<file path="src/rtl/control_pkg.sv">
// control_pkg -- shared definitions for the multicycle control unit.
//   state_e    : FSM states, one per instruction phase
//   class_e    : decoded instruction class
//   OP_*       : opcode values (zero-extended to the opcode width at use)
//   ALU_*      : fixed aluOp codes for address and compare arithmetic
//   Y_*        : bit positions inside the control word
//                y = {regDst, branch, memRead, memToReg, aluOp, memWrite, aluSrc, regWrite}
package control_pkg;

  typedef enum logic [2:0] {
    S_FETCH,
    S_DECODE,
    S_EXEC,
    S_MEM,
    S_WB
  } state_e;

  typedef enum logic [2:0] {
    CL_RTYPE,
    CL_NOP,
    CL_LOAD,
    CL_STORE,
    CL_BEQ
  } class_e;

  localparam int OP_RTYPE = 'h01;
  localparam int OP_NOP   = 'h02;
  localparam int OP_LOAD  = 'h10;
  localparam int OP_STORE = 'h11;
  localparam int OP_BEQ   = 'h20;

  localparam int ALU_ADD = 1;
  localparam int ALU_SUB = 2;

  // Fields below aluOp have fixed positions.
  localparam int Y_REG_WRITE  = 0;
  localparam int Y_ALU_SRC    = 1;
  localparam int Y_MEM_WRITE  = 2;
  localparam int Y_ALU_OP_LSB = 3;

  // Fields above aluOp move with its width, so they are offsets from
  // the first bit past aluOp.
  localparam int Y_MEM_TO_REG_OFS = 0;
  localparam int Y_MEM_READ_OFS   = 1;
  localparam int Y_BRANCH_OFS     = 2;
  localparam int Y_REG_DST_OFS    = 3;

endpackage

</file>
<file path="src/rtl/control_decode.sv">
// control_decode -- combinational instruction-register decoder.
//   ir         in  : latched opcode
//   legal      out : opcode is one of the supported instructions
//   op_class   out : instruction class (meaningful only when legal)
//   alu_op     out : aluOp used during EXECUTE
//   reg_dst    out : destination register comes from the rd field (R-type)
//   mem_to_reg out : writeback data comes from memory (LOAD)
module control_decode
  import control_pkg::*;
#(
  parameter int OPCODE_W = 8,
  parameter int ALUOP_W  = 8
) (
  input  logic [OPCODE_W-1:0] ir,
  output logic                legal,
  output class_e              op_class,
  output logic [ALUOP_W-1:0]  alu_op,
  output logic                reg_dst,
  output logic                mem_to_reg
);

  always_comb begin
    legal      = 1'b1;
    op_class   = CL_NOP;
    alu_op     = '0;
    reg_dst    = 1'b0;
    mem_to_reg = 1'b0;

    if (ir == OPCODE_W'(OP_RTYPE)) begin
      op_class = CL_RTYPE;
      // R-type passes the instruction word straight through as the ALU function.
      alu_op   = ALUOP_W'(ir);
      reg_dst  = 1'b1;
    end else if (ir == OPCODE_W'(OP_NOP)) begin
      op_class = CL_NOP;
    end else if (ir == OPCODE_W'(OP_LOAD)) begin
      op_class   = CL_LOAD;
      alu_op     = ALUOP_W'(ALU_ADD);
      mem_to_reg = 1'b1;
    end else if (ir == OPCODE_W'(OP_STORE)) begin
      op_class = CL_STORE;
      alu_op   = ALUOP_W'(ALU_ADD);
    end else if (ir == OPCODE_W'(OP_BEQ)) begin
      op_class = CL_BEQ;
      alu_op   = ALUOP_W'(ALU_SUB);
    end else begin
      legal = 1'b0;
    end
  end

endmodule

</file>
<file path="src/rtl/multicycle_control.sv">
// multicycle_control -- FETCH/DECODE/EXECUTE/MEM/WRITEBACK control sequencer.
//   clk, rst_n   : clock, asynchronous active-low reset
//   opcode       : instruction memory data, captured in FETCH when imem_ready
//   imem_ready   : instruction memory data valid
//   dmem_ready   : data memory access complete
//   imem_req     : instruction fetch request (FETCH)
//   dmem_req     : data memory request (MEM)
//   ir_write     : latch the instruction register
//   pc_write     : advance the PC, one pulse per retired instruction
//   illegal_op   : one-cycle pulse when the latched opcode is undecodable
//   y            : {regDst, branch, memRead, memToReg, aluOp, memWrite, aluSrc, regWrite}
//   instr_count  : retired instructions, saturating
module multicycle_control
  import control_pkg::*;
#(
  parameter int OPCODE_W = 8,
  parameter int ALUOP_W  = 8,
  parameter int COUNT_W  = 16
) (
  input  logic                clk,
  input  logic                rst_n,
  input  logic [OPCODE_W-1:0] opcode,
  input  logic                imem_ready,
  input  logic                dmem_ready,
  output logic                imem_req,
  output logic                dmem_req,
  output logic                ir_write,
  output logic                pc_write,
  output logic                illegal_op,
  output logic [ALUOP_W+6:0]  y,
  output logic [COUNT_W-1:0]  instr_count
);

  localparam int Y_HI = Y_ALU_OP_LSB + ALUOP_W;

  state_e                state_q, state_d;
  logic [OPCODE_W-1:0]   ir_q, ir_d;
  logic [COUNT_W-1:0]    count_q, count_d;

  logic                  dec_legal;
  class_e                dec_class;
  logic [ALUOP_W-1:0]    dec_alu_op;
  logic                  dec_reg_dst;
  logic                  dec_mem_to_reg;

  logic                  reg_dst, branch, mem_read, mem_to_reg;
  logic                  mem_write, alu_src, reg_write;
  logic [ALUOP_W-1:0]    alu_op;

  control_decode #(
    .OPCODE_W (OPCODE_W),
    .ALUOP_W  (ALUOP_W)
  ) u_decode (
    .ir         (ir_q),
    .legal      (dec_legal),
    .op_class   (dec_class),
    .alu_op     (dec_alu_op),
    .reg_dst    (dec_reg_dst),
    .mem_to_reg (dec_mem_to_reg)
  );

  always_ff @(posedge clk or negedge rst_n) begin
    if (!rst_n) begin
      state_q <= S_FETCH;
      ir_q    <= '0;
      count_q <= '0;
    end else begin
      state_q <= state_d;
      ir_q    <= ir_d;
      count_q <= count_d;
    end
  end

  always_comb begin
    state_d    = state_q;
    ir_d       = ir_q;
    imem_req   = 1'b0;
    dmem_req   = 1'b0;
    ir_write   = 1'b0;
    pc_write   = 1'b0;
    illegal_op = 1'b0;
    reg_dst    = 1'b0;
    branch     = 1'b0;
    mem_read   = 1'b0;
    mem_to_reg = 1'b0;
    alu_op     = '0;
    mem_write  = 1'b0;
    alu_src    = 1'b0;
    reg_write  = 1'b0;

    case (state_q)
      S_FETCH: begin
        imem_req = 1'b1;
        if (imem_ready) begin
          ir_write = 1'b1;
          ir_d     = opcode;
          state_d  = S_DECODE;
        end
      end
      S_DECODE: begin
        if (!dec_legal) begin
          illegal_op = 1'b1;
          state_d    = S_FETCH;
        end else if (dec_class == CL_NOP) begin
          pc_write = 1'b1;
          state_d  = S_FETCH;
        end else begin
          state_d = S_EXEC;
        end
      end
      S_EXEC: begin
        alu_op = dec_alu_op;
        case (dec_class)
          CL_RTYPE: state_d = S_WB;
          CL_LOAD, CL_STORE: begin
            alu_src = 1'b1;
            state_d = S_MEM;
          end
          CL_BEQ: begin
            // The PC mux qualifies this with the ALU zero flag; the
            // instruction retires either way.
            branch   = 1'b1;
            pc_write = 1'b1;
            state_d  = S_FETCH;
          end
          default: state_d = S_FETCH;
        endcase
      end
      S_MEM: begin
        dmem_req  = 1'b1;
        alu_src   = 1'b1;
        alu_op    = ALUOP_W'(ALU_ADD);
        mem_read  = (dec_class == CL_LOAD);
        mem_write = (dec_class == CL_STORE);
        if (dmem_ready) begin
          if (dec_class == CL_LOAD) begin
            state_d = S_WB;
          end else begin
            pc_write = 1'b1;
            state_d  = S_FETCH;
          end
        end
      end
      S_WB: begin
        reg_write  = 1'b1;
        reg_dst    = dec_reg_dst;
        mem_to_reg = dec_mem_to_reg;
        pc_write   = 1'b1;
        state_d    = S_FETCH;
      end
      default: state_d = S_FETCH;
    endcase

    // Counter tracks pc_write exactly and sticks at all-ones.
    count_d = count_q;
    if (pc_write && (count_q != '1)) begin
      count_d = count_q + COUNT_W'(1);
    end
  end

  always_comb begin
    y                                   = '0;
    y[Y_REG_WRITE]                      = reg_write;
    y[Y_ALU_SRC]                        = alu_src;
    y[Y_MEM_WRITE]                      = mem_write;
    y[Y_ALU_OP_LSB +: ALUOP_W]          = alu_op;
    y[Y_HI + Y_MEM_TO_REG_OFS]          = mem_to_reg;
    y[Y_HI + Y_MEM_READ_OFS]            = mem_read;
    y[Y_HI + Y_BRANCH_OFS]              = branch;
    y[Y_HI + Y_REG_DST_OFS]             = reg_dst;
  end

  assign instr_count = count_q;

endmodule

</file>
<file path="config.mk">
export PLATFORM = sky130hd
export DESIGN_NAME = multicycle_control
export DESIGN_NICKNAME = d
export VERILOG_FILES = /design/src/rtl/control_pkg.sv /design/src/rtl/control_decode.sv /design/src/rtl/multicycle_control.sv
export SDC_FILE = /design/constraint.sdc
export NUM_CORES = 1
export LEC_CHECK = 0
export BUFFER_PORTS_ARGS = -buffer_cell sky130_fd_sc_hd__buf_2
export CAP_MARGIN = 20
export CORE_MARGIN = 2
export CORE_UTILIZATION = 56
export DETAILED_ROUTE_END_ITERATION = 12
export GPL_TIMING_DRIVEN = 0
export PLACE_DENSITY_LB_ADDON = 0.08
export SYNTH_ARGS = -nofsm -noshare
export SYNTH_HDL_FRONTEND = slang
export SYNTH_HIERARCHICAL = 1
export SYNTH_SLANG_ARGS = --single-unit
</file>
<file path="constraint.sdc">
create_clock -name clk -period 3.9 [get_ports clk]
set_input_delay 0.39 -clock clk [delete_from_list [all_inputs] [get_ports clk]]
set_output_delay 0.39 -clock clk [all_outputs]
set_load 0.05 [all_outputs]
</file>
After elaboration in Yosys (flattened, before gate mapping) --
Index checks and enable logic that the tools add are counted.
Word-level totals: flip-flop bits (word level) 27, input bits 12, output and inout bits 36, logic and storage cells 73
Operators by class: $add $sub $neg 1, eq/ne operators 16, multiplexer cells 47, reductions and logical operators 6
Operator list (number):
- 8-bit two-way mux | 4
- 1-bit two-way mux | 27
- 3-bit two-way mux | 8
- 16-bit by 1-bit adder with 16-bit output, second input constant | 1
- 8-bit by 5-bit equality test with 1-bit output, second input constant | 2
- 16-bit inequality test, second input constant | 1
- 8-bit case mux with 2 select lines | 1
- 3-bit by 2-bit equality test with 1-bit output, second input constant | 4
- 3-bit case mux with 4 select lines | 1
- 8-bit by 1-bit equality test with 1-bit output, second input constant | 1
- 8-bit by 2-bit equality test with 1-bit output, second input constant | 1
- 8-bit by 6-bit equality test with 1-bit output, second input constant | 1
- 3-bit by 1-bit equality test with 1-bit output, second input constant | 2
- 3-bit equality test, second input constant | 2
- 3-bit logical NOT | 2
- 2-bit two-way mux | 3
- 3-bit case mux with 2 select lines | 1
- 2-bit inequality test, second input constant | 2
- 1-bit case mux with 4 select lines | 1
- 2-bit AND reduction | 2
- 1-bit case mux with 2 select lines | 1
- 2-bit OR reduction | 1
- 1-bit logical AND | 1

Depth between registers and ports, before layout --
depth after elaboration 11, mapped depth 9, mapped depth without buffers 8

Modules after synthesis --
Netlist, hierarchy kept.
Modules (own cells, without submodules):
- multicycle_control | instances 1, cells an instance 148, area each 1555.2 um^2, seq. area each 675.6 um^2
- control_decode | instances 1, cells an instance 26, area each 188.9 um^2, seq. area each 0.0 um^2

Worst setup path before layout --
OpenSTA, ideal clock, no wires.
kind reg-to-reg, from reg state_q[2], to reg ir_q[0], library setup time 0.125 ns, data arrival time 2.611 ns, data required time 3.775 ns, path slack 1.165 ns, cell stages (with the launch flop) 6, buffers on the path 2, clock period less this slack 2.735 ns, path through dfrtp_1 > buf_2 > nor3_1 > and2_1 > buf_2 > mux2_2
On the way: word-level cells in the longest chain between the ends 2
Ends and longest elaborated chain:
- start: declaration | line multicycle_control.sv:36 | state_e state_q, state_d;
- start signal: assignment | line multicycle_control.sv:68 | state_q <= state_d;
- 3-bit logical NOT | line multicycle_control.sv:91 | case (state_q)
- 2-bit AND reduction (no source line)
- end signal: assignment | line multicycle_control.sv:69 | ir_q <= ir_d;
- end: declaration | line multicycle_control.sv:37 | logic [OPCODE_W-1:0] ir_q, ir_d;
Every way passes these cells. A chain may end at the register's enable or synchronous reset.

Worst setup path after layout --
from reg ir_q[7], to out pc_write
On the way: elaborated cells between the ends (all ways) 24, those cells by class 8 x eq/ne; 16 x mux
RTL lines:
- 8-bit by 5-bit equality test with 1-bit output | line control_decode.sv:40 | end else if (ir == OPCODE_W'(OP_STORE)) begin
- 3-bit two-way mux | line control_decode.sv:40
- 3-bit two-way mux | line control_decode.sv:36 | end else if (ir == OPCODE_W'(OP_LOAD)) begin
- 3-bit two-way mux | line control_decode.sv:34 | end else if (ir == OPCODE_W'(OP_NOP)) begin
- 3-bit two-way mux * | line control_decode.sv:29 | if (ir == OPCODE_W'(OP_RTYPE)) begin
- named net dec_class[1] | line multicycle_control.sv:41 | class_e dec_class;
- 3-bit by 2-bit equality test with 1-bit output / 3-bit by 1-bit equality test with 1-bit output (equally long branches) | line multicycle_control.sv:136, multicycle_control.sv:104
- 1-bit two-way mux, on equally long branches | line multicycle_control.sv:136, multicycle_control.sv:104
- 1-bit two-way mux, on equally long branches | line multicycle_control.sv:135, multicycle_control.sv:101
- 1-bit case mux with 4 select lines * | line multicycle_control.sv:91
- end: declaration | line multicycle_control.sv:28 | output logic pc_write,
The timed path passes the listed nets; every way through them passes the cells marked *.

==> metrics.csv <==
stage;metric;value;unit
grt;met3 global-route usage;3.25;%
sta;RSZ-0062 raised after global routing;false;
grt;number of global-route vias before repair;1255;
sta;Tcrit/Tclk final;85.5;%
floorplan;FP Rows;20;
floorplan;I/O pin cnt;48;
synth;synth unique cells;45;
critical_path;Crit path depth;8;
sta;Sum Neg Setup Slack;0;ns
critical_path;reg-to-reg endpoint;instr_count[1];
clock_tree;CTS buffer count;3;
synth;Yosys reg bits;27;
final_layout;n_diodes;0;
sta;Least-Margin Pin Slew;0.575;ns
critical_path;critical-path maximum fanout;10;
floorplan;Core ar.;3000;um^2
critical_path;worst path bufs/invs;2;
worst_hold_path;worst hold path class;in -> async;
synth;Synth top cells by count;dfrtp_1, buf_4, nor2_1, xor2_1;
synth;ranking of synthesized cells by area;dfrtp_1, xor2_1, buf_4;
routing;DR WL/cell;12.7;um
routing;DRT iter0 DRCs;40;
clock_tree;TritonCTS clock tree;built;
routing;Vias;1389;
synth;post-synthesis async set-or-reset flop share;100;%
power_and_ir_drop;peak supply drop;0.317;mV
placed_design;GPL Wtd Cong;0.852;
power_and_ir_drop;static power due to leakage;0.00109;uW
clock_tree;# hold bufs at CTS;0;
flow_run;Max-Cap Viols;0;
run_status;status;finished, final reports clean;
synth;Syn Area/Cell;10.0;um^2
floorplan;Die ar.;3580;um^2
synth;mapped cell area;1740;um^2
clock_tree;clk sinks;27;
critical_path;CP delay by family, top;simple AND/OR/NAND/NOR gates;
synth;Synth top area share;38.7;%
floorplan;chip width;59.8;um
routing;DR vias/cell;5.40;
clock_tree;clk_lat worst skew;0.31;ns
sta;Final Skew;0.0105;ns
placed_design;Detailed Place HPWL;2530;um
synth;largest area contributor in the netlist;dfrtp_1;
synth;post-synthesis cell count;174;
clock_tree;H-tree depth;1;
grt;largest net degree at the start of global routing;28;
floorplan;Initial Util;58.1;%
routing;Routed Antenna Nets;0;
grt;gr busiest metal;met2;
clock_tree;Max clock buf depth;2;
placed_design;buffers added on ports;41;
grt;total track usage;20.2;%
routing;detailed-route DRC error count;0;
critical_path;CP arrival;2.95;ns
synth;ys flop type;dfrtp_1;
synth;post-synthesis sequential area ratio;38.7;%
critical_path;CP required;3.51;ns
grt;grt ovf;0;
sta;Setup-failing EPs final;0;
sta;endpoints failing hold;0;
sta;Final Slew Violations;0;
sta;Max transition margin;61.6;%
synth;count leader, synth;dfrtp_1;
clock_tree;PostCTS Resize Cnt;0;
critical_path;R2R Path Start;ir_q[7];
synth;EDFF count, synth;0;
clock_tree;post-CTS setup buffers;0;
final_layout;Filler Cell Count;265;
critical_path;CP Cell Sequence;or4_4, or2_4, nor2_1, nor2_1, a41o_1, o21ai_4, inv_1, buf_2;
critical_path;cell mode on critical path;nor2_1;
synth;synth warn;6;
power_and_ir_drop;Power per Cell Area;262;nW/um^2
grt;met2 Usage GRT;32.6;%
critical_path;Worst Reg-to-Reg Cells;8;
final_layout;layout cell share with drive strength beyond 1;37.5;%
critical_path;R2R Setup Slk;1.06;ns
routing;Total Routed Length;3280;um
grt;met1 Track Usage GR;27.6;%
critical_path;critical path class;reg -> out;
critical_path;Max stage delay on crit path;0.55;ns
final_layout;Area Overhead vs Synth;16.7;%
routing;Pre-Repair DR Iteration Count;4;
final_layout;fin area;2040;um^2
critical_path;nature of the critical path startpoint;flop;
grt;antenna violations before repair;0;
critical_path;CP endpoint kind;output pin;
critical_path;Crit-path slowest cell;or4_4;
clock_tree;CTS root buf;clkbuf_4;
power_and_ir_drop;Pwr Total;534;uW
final_layout;Final #Nets;238;
sta;minimum clock period;3.34;ns
placed_design;Cell Area, Placed;2010;um^2
floorplan;Die Height;59.8;um
clock_tree;clk slew on worst S/H paths;0.14;ns
sta;achievable frequency;0.300;GHz
grt;global-route wire length before repair;5510;um
[registers in the layout, summed over array words and instances (netlist names)]
signal and flops:
state_q 3, ir_q 8, instr_count 16
[layout make-up]
class / count / area, um^2 / share of cell area, %
buffer: 19 / 143 / 7.01
clock buffer: 4 / 26.3 / 1.29
inverter: 4 / 15.0 / 0.738
tap: 33 / 41.3 / 2.03
sequential: 27 / 676 / 33.2
timing repair buffer: 41 / 205 / 10.1
multi-input combinational: 129 / 930 / 45.7
[worst max path at each step]
stage	slack, ns	start	to
floorplan	1.16	state_q[2]	ir_q[0]
global placement	1.0	ir_q[7]	pc_write
detailed placement	0.94	ir_q[7]	pc_write
CTS	0.58	ir_q[7]	pc_write
global route	0.42	ir_q[7]	pc_write
finish	0.56	ir_q[7]	pc_write
[cell usage in the layout, fill, tap and decap left out, drive strengths merged, types with 2 or more instances in the layout]
cell    count
nor3       11
nand3       6
nor2       15
nand2b      5
and4        3
xor2       14
conb        6
nor4b       3
nor3b       3
nand2       9
inv         4
and3        8
clkbuf      4
mux2       10
dfrtp      27
o211ai      2
buf        60
o21ai       4
xnor2       3
and2       10
nand4       2
[power breakdown]
group          leakage (uW)  switching [uW]  internal, uW
registers          0.000352            17.4           297
clock network     0.0000150            75.4          39.9
logic              0.000725            61.0          43.7
total               0.00109             154           380
[through the flow]
step                utilization, %  cells  worst slack, ns  hold slack, ns
finish                        67.8    257            0.564          0.0486
global route                  67.8    257            0.423          0.0839
CTS                           67.8    257            0.580          0.0689
detailed placement            66.9    253            0.943           0.429
global placement              66.9    253            0.997           0.421
floorplan                        -    179             1.16          0.0944
[per-layer routing]
metal | share of wire, % | wire (um)
met1 | 43 | 1430
met2 | 50 | 1630
met3 | 5.7 | 186
met4 | 0.98 | 32
met5 | 0 | 0
[kinds of logic after synthesis]
kind of cell,Yosys count,share of synthesized area [%]
other,1,0.215
muxes,11,7.46
adders and majority gates,1,0.717
AOI/OAI and AO/OA,11,5.74
buffers and inverters,23,9.04
xor gates and xnor gates,17,8.97
and+or+nand+nor,83,29.1
DFF,27,38.7
Note: power is estimated with default switching activity, not from simulation.
